**src/rtl/multimode_ping_pong_counter.sv**
```systemverilog
// multimode_ping_pong_counter: parametrised bounce / wrap-up / wrap-down counter
// with programmable step, synchronous load and a one-cycle turn-around pulse.
module multimode_ping_pong_counter #(
  parameter int WIDTH = 8,
  parameter logic [WIDTH-1:0] RST_VAL = '0
) (
  input  logic             clk,
  input  logic             rst_n,
  input  logic             enable,
  input  logic             flip,
  input  logic             load,
  input  logic [WIDTH-1:0] load_val,
  input  logic [WIDTH-1:0] step,
  input  logic [1:0]       mode,
  input  logic [WIDTH-1:0] max,
  input  logic [WIDTH-1:0] min,
  output logic             direction,
  output logic [WIDTH-1:0] out,
  output logic             event_p,
  output logic             range_err
);
  typedef enum logic [1:0] {BOUNCE = 2'b00, WRAP_UP = 2'b01, WRAP_DN = 2'b10, HOLD = 2'b11} mode_e;
  mode_e            mode_m;
  logic [WIDTH-1:0] out_q, out_d;
  logic             dir_q, dir_d, ev_q, ev_d;
  logic [WIDTH:0]   up_sum, dn_lim;
  logic             over, under, in_range, at_bound, nd, load_ok, active;
  assign mode_m    = mode_e'(mode);
  assign range_err = max <= min;
  // Extra carry bit keeps out+step and min+step exact, so bounds compare without overflow.
  assign up_sum    = {1'b0, out_q} + {1'b0, step};
  assign dn_lim    = {1'b0, min} + {1'b0, step};
  assign over      = up_sum > {1'b0, max};
  assign under     = {1'b0, out_q} < dn_lim;
  assign in_range  = out_q >= min && out_q <= max;
  assign at_bound  = (out_q == max && !dir_q) || (out_q == min && dir_q);
  // A flip at a bound cancels the automatic reversal: exactly one toggle at most.
  assign nd        = dir_q ^ (flip ^ at_bound);
  assign load_ok   = range_err || (load_val >= min && load_val <= max);
  assign active    = !range_err && enable && mode_m != HOLD;
  always_comb begin
    out_d = out_q;
    dir_d = dir_q;
    ev_d  = 1'b0;
    if (load) out_d = load_ok ? load_val : min;
    else if (active && !in_range) begin
      out_d = min;
      dir_d = 1'b0;
    end else if (active) begin
      case (mode_m)
        BOUNCE: begin
          dir_d = nd;
          ev_d  = nd ^ dir_q;
          out_d = nd ? (under ? min : out_q - step) : (over ? max : up_sum[WIDTH-1:0]);
        end
        WRAP_UP: begin
          dir_d = 1'b0;
          ev_d  = over;
          out_d = over ? min : up_sum[WIDTH-1:0];
        end
        WRAP_DN: begin
          dir_d = 1'b1;
          ev_d  = under;
          out_d = under ? max : out_q - step;
        end
        default: ;
      endcase
    end
  end
  always_ff @(posedge clk or negedge rst_n) begin
    if (!rst_n) begin
      out_q <= RST_VAL;
      dir_q <= 1'b0;
      ev_q  <= 1'b0;
    end else begin
      out_q <= out_d;
      dir_q <= dir_d;
      ev_q  <= ev_d;
    end
  end
  assign out       = out_q;
  assign direction = dir_q;
  assign event_p   = ev_q;
endmodule

```
**config.mk**
```make
export PLATFORM = sky130hd
export DESIGN_NAME = multimode_ping_pong_counter
export DESIGN_NICKNAME = d
export VERILOG_FILES = /design/src/rtl/multimode_ping_pong_counter.sv
export SDC_FILE = /design/constraint.sdc
export NUM_CORES = 1
export LEC_CHECK = 0
export CELL_PAD_IN_SITES_DETAIL_PLACEMENT = 0
export CELL_PAD_IN_SITES_GLOBAL_PLACEMENT = 2
export CORE_ASPECT_RATIO = 1.5
export CORE_UTILIZATION = 30
export CTS_CLUSTER_SIZE = 20
export DETAILED_ROUTE_END_ITERATION = 12
export GPL_TIMING_DRIVEN = 0
export PLACE_DENSITY_LB_ADDON = 0.1
export SYNTH_ARGS = -nofsm -noshare
export SYNTH_HDL_FRONTEND = slang
export SYNTH_SLANG_ARGS = --single-unit
```
**constraint.sdc**
```tcl
create_clock -name clk -period 4.2 [get_ports clk]
set_input_delay 0.84 -clock clk [delete_from_list [all_inputs] [get_ports clk]]
set_output_delay 0.84 -clock clk [all_outputs]
set_load 0.005 [all_outputs]
```
# == Word level (Yosys, flattened, before mapping) ==
# Index checks and enable logic that the tools add are counted.
# word_totals
reg_bits,10
input_bits,39
output_inout_bits,11
elab_cells,58
# op_classes
n_addsub,3
n_lt_le_gt_ge,7
n_eq_ne,5
n_mux,17
n_bitwise,4
reduce_logical,19
# op_table
operator,count
two-way mux 8 bit,9
less-or-equal comparator 8 bit,3
case mux 8 bit (3 select lines),1
adder 8 x 8 -> 9 bit,2
equality test 8 bit,2
greater-or-equal comparator 8 bit,2
greater-than comparator 9 x 8 -> 1 bit,1
< comparator 8 x 9 -> 1 bit,1
subtractor 8 bit,1
logical AND 1 bit,7
case mux 1 bit (3 select lines),2
two-way mux 1 bit,5
nonzero test 5 bit,1
nonzero test 4 bit,1
zero test 1 bit,3
AND reduction 3 bit,1
nonzero test 3 bit,1
bitwise XOR 1 bit,3
"equality test 2 x 1 -> 1 bit, second input constant",1
"equality test 2 bit, second input constant",1
zero test 2 bit,1
logical OR 1 bit,2
"inequality test 2 bit, second input constant",1
AND reduction 2 bit,1
other kinds (2),2

# == Logic depth before layout (Yosys ltp) ==
# logic_depth
depth_word,10
mapped_depth,18
mapped_depth_nobuf,16

# == Worst setup path after synthesis ==
# OpenSTA, ideal clock, no wires.
# synth_timing
path_type,input -> register
startpoint,input step[2]
endpoint,register out_q[1] (netlist: out[1])
setup_time_ps,124
arrival_time_ps,4305
required_ps,4076
setup_slack_ps,-229
cell_stages,17
cell_sequence,inv_1 -> ha_1 -> buf_4 -> nor2_1 -> a221oi_1 -> o31ai_1 -> a21oi_1 -> o21bai_1 -> xor2_1 -> ha_1 -> and3_1 -> a221o_1 -> a221oi_4 -> mux2_2 -> a221oi_2 -> nor4_1 -> a211o_1
# synth_between
elab_chain_len,8
elab_cells_between_ends,13
# synth_lines
element,line,text
from (decl),13,"input logic [WIDTH-1:0] step,"
adder 8 x 8 -> 9 bit (on tied branches),"31, 32",
greater-than comparator 9 x 8 -> 1 bit / < comparator 8 x 9 -> 1 bit (equally long branches),"33, 34",
two-way mux 8 bit (2 in series),54,out_d = nd ? (under ? min : out_q - step) : (over ? max : up_sum[WIDTH-1:0]);
case mux 8 bit (3 select lines) (*),50,case (mode_m)
two-way mux 8 bit (*),49,end else if (active) begin
two-way mux 8 bit (*),46,else if (active && !in_range) begin
two-way mux 8 bit (*),45,if (load) out_d = load_ok ? load_val : min;
to (signal assigned),76,out_q <= out_d;
to (decl),24,"logic [WIDTH-1:0] out_q, out_d;"
# Mark *: on every way between the ends. The rest lies on a longest branch, timed or not. The select of a mux whose other input is x is not followed.
# A chain may end at the register's enable or synchronous reset.

# == Worst setup path in the final report ==
# Ends and elaborated chain as after synthesis.

==> impl_results.md <==
* CTS H-Tree Depth at 1
* Quantity of I/O buffers inserted on ports at 49
* Crit. Startpoint: step[2]
* Rows at 46
* WP data required at 4.32 ns
* Num ports at 50
* Overall Global Routing Usage at 22.7%
* Cell mode on critical path: a221oi_4
* Fmax achieved at 238 MHz
* Crit Reg-Reg Startpoint: out[2]
* Routed Antenna Nets at 0
* First-pass GRT wire length at 19.2 mm
* RR Endpoint: out[1]
* Area growth syn-to-layout at 35.3%
* Via count at ~3400
* Max VDD drop at 101 uV
* Cells along the critical path: buf_8, inv_4, ha_4, buf_4, nand2b_4, a221oi_4, o21ai_1, nand2_1, xnor2_2, ha_1, a21o_1, a221o_1, a221oi_4, mux2_4, a221oi_4, nor4_4, a211o_1
* Num CTS Buffers at 3
* End point of the critical path: out[1]
* Final Hold Fails at 0
* Final Util at 41.9%
* Max FO, Critical Path at 4
* Final count of negative-setup-slack endpoints at 0
* Die area at approximately 11000 um^2
* Crit share post-route at between 90 and 100%
* Max clock buf depth at 2
* Yosys reg bits at 10
* EDFF count, synth at 0
* Hold/Removal Path Class: flip-flop to flip-flop
* Synth Area in XOR/XNOR at 4.25%
* Via/cell ratio at 5.47
* # DRC at 0
* Drt pass-1 iters at 4
* CTS tree: built
* Asr flop ratio synth at between 90% and 100%
* DP Wirelength at 10.2 mm
* Final Net Count at 598
* Critical Path AT at between 4 and 5 ns
* Gp weighted congestion at 0.838
* Initial cell density of the core at between 30% and 40%
* Seq/Total Area, Yosys at 7.58%
* Synthesized area at 3300 um^2
* RSZ-0062 raised after global routing: true
* Post-Synth Simple-Gate Area at ~13%
* TNS Setup at 0 ns
* Die Y at about 130 um
* Clock transition at path regs at ~0.040 ns
* Worst-Skew Late Latency at 0.24 ns
* WL final at about 12 mm
* Max-slew headroom at approximately 55%
* Final Skew at ~0.0039 ns
* Inserted Diodes at 0
* Slowest-stage cell, CP: a221o_1
* Pleak at 1.91 nW
* Wirelength per Cell at 20.1 um
* CP Capture Type: flip-flop
* Synth Net Count at about 530
* Fin Hold WS at approximately 0.65 ns
* Slew of the pin with the lowest slew margin at 0.665 ns
* GRT Residual Overflow at 0
* Die W at 87.6 um
* Clk sinks at 10
* Core area at 10600 um^2
* Post-Synthesis Cells at 404
* Reg-to-reg slack, setup at 0.08 ns
* Number of global-route vias before repair at 3514
* YS warnings at 0
* Reg2Reg Depth at 15
* Max-cap violations at 0
* Final Cell Area at 4460 um^2
* Power per cell area at 322 nW/um^2
* Pins Over Slew Limit at 0
* Drt initial violations at between 200 and 250
* Initial antenna violation count at 0
* CTS Root Cell: clkbuf_16
* Setup crit start kind: input port
* Status: finished, final reports clean
* Largest family of logic cells by synthesized area: adder cells
* Layout cells sized above 1 at 19.3%
* Netlist cell types at 64
* Largest net degree at the start of global routing at 11
* Most used DFF post-synth: dfrtp_1
* Period minus WS final at 4.20 ns
* Post-synthesis compound-gate area fraction at 31.3%
* Post-synthesis adder-cell area fraction at 32.9%
* Mux share of post-synthesis cell area at 4.40%
* Crit Path Class: input port to flip-flop
* CP peak stage delay at 0.38 ns
* Mean Syn Cell Area at 8.17 um^2
* Area after DPL at 4000 um^2
-- synthesized netlist by cell type (6+ instances only) --
| cell | number | share of area [%] |
|---|---|---|
| a211oi_1 | 7 | 1.6 |
| inv_1 | 42 | 4.8 |
| a21oi_1 | 32 | 4.9 |
| nand4_1 | 8 | 1.5 |
| o21ai_0 | 28 | 4.2 |
| nor2_1 | 20 | 2.3 |
| nand2_1 | 18 | 2.0 |
| mux2_2 | 8 | 2.7 |
| a22oi_1 | 17 | 3.9 |
| nor2b_1 | 8 | 1.5 |
| ha_1 | 82 | 31 |
| o221ai_1 | 6 | 1.6 |
| dfrtp_1 | 10 | 7.6 |
| xnor2_1 | 11 | 2.9 |
-- final cells by class --
| class | count | area [um^2] |
|---|---|---|
| well taps | 144 | 180 |
| flip-flops and latches | 10 | 251 |
| fillers | 1087 | 6180 |
| repair buffers | 67 | 624 |
| inverters | 42 | 165 |
| clock buffers | 3 | 75.1 |
| multi-input cells | 341 | 3110 |
| plain buffers | 9 | 53.8 |
-- how the worst min path moves through the flow --
| stage | depth (start not counted) | slack, ns | start | endpoint |
|---|---|---|---|---|
| floorplan | 0 | 0.54 | rst_n | direction |
| global placement | 2 | 0.57 | out[0] | out[0] |
| detailed placement | 2 | 0.59 | out[0] | out[0] |
| CTS | 2 | 0.65 | out[0] | out[0] |
| global route | 2 | 0.68 | out[0] | out[0] |
| finish | 2 | 0.65 | out[0] | out[0] |
-- critical path: cells and delay by family --
| kind | cells | cell delay [ns] |
|---|---|---|
| AOI/OAI and AO/OA | 7 | 1.88 |
| adders and majority gates | 2 | 0.49 |
| and+or+nand+nor | 3 | 0.36 |
| muxes | 1 | 0.35 |
| buffers and inverters | 3 | 0.28 |
| xor gates and xnor gates | 1 | 0.13 |
-- through the flow --
stage | setup slack [ns] | total power, mW | cells
3_3_place_gp | -1.19 | 1.07 | 597
3_5_place_dp | -1.20 | 1.07 | 597
4_1_cts | -0.103 | 1.38 | 613
2_1_floorplan | 0.00422 | 0.773 | 404
6_report | 0.00318 | 1.44 | 616
5_1_grt | -0.128 | 1.55 | 616
-- cells in the final DEF (no fill, tap or decap), types with 4 or more instances in the layout --
master,synthesis,routed
xor2_1,5,4
or3_1,4,4
ha_1,82,71
a21oi_2,0,5
dfrtp_1,10,9
ha_2,0,5
inv_1,42,38
mux2_2,8,7
clkdlybuf4s50_1,0,38
a21oi_1,32,27
ha_4,0,6
or2_2,5,5
clkbuf_1,5,5
nand2b_1,5,4
buf_4,3,19
a22oi_1,17,17
a221oi_4,1,4
o211ai_1,4,4
a21o_1,4,4
o221ai_1,6,6
nand4_1,8,8
nor2_1,20,18
nand2_1,18,18
xnor2_1,11,10
a211oi_1,7,7
o22ai_1,5,5
nor2b_1,8,8
o21ai_0,28,26
mux2i_1,4,4
-- per-layer routing --
metal	global-route usage [%]	wire, um	vias up
met3	1.70	268	24
met1	23.9	4850	1608
met5	0	0	-
li1	-	-	1667
met4	8.39	370	0
met2	45.8	6890	68
-- logic make-up after synthesis --
kind of cell | after synthesis
buf+inv | 53
simple gates | 83
mux | 13
fa+ha+maj | 85
flops | 10
xor+xnor | 16
compound gates | 144
-- power breakdown --
group          leakage [nW]  switching [mW]  internal [mW]
Sequential            0.123          0.0549          0.114
Clock                0.0370          0.0477          0.124
Combinational          1.75           0.562          0.536
-- what timing repair did --
item,CTS,global route
pin swaps,18,20
endpoints found under the setup margin,10,8
hold buffers,0,0
setup buffers,14,4
resized for setup,57,32
-- flip-flops by register name, summed over array words and instances (netlist names) --
signal,cells
out,8
direction,1
event_p,1
Note: power is estimated with default switching activity, not from simulation.
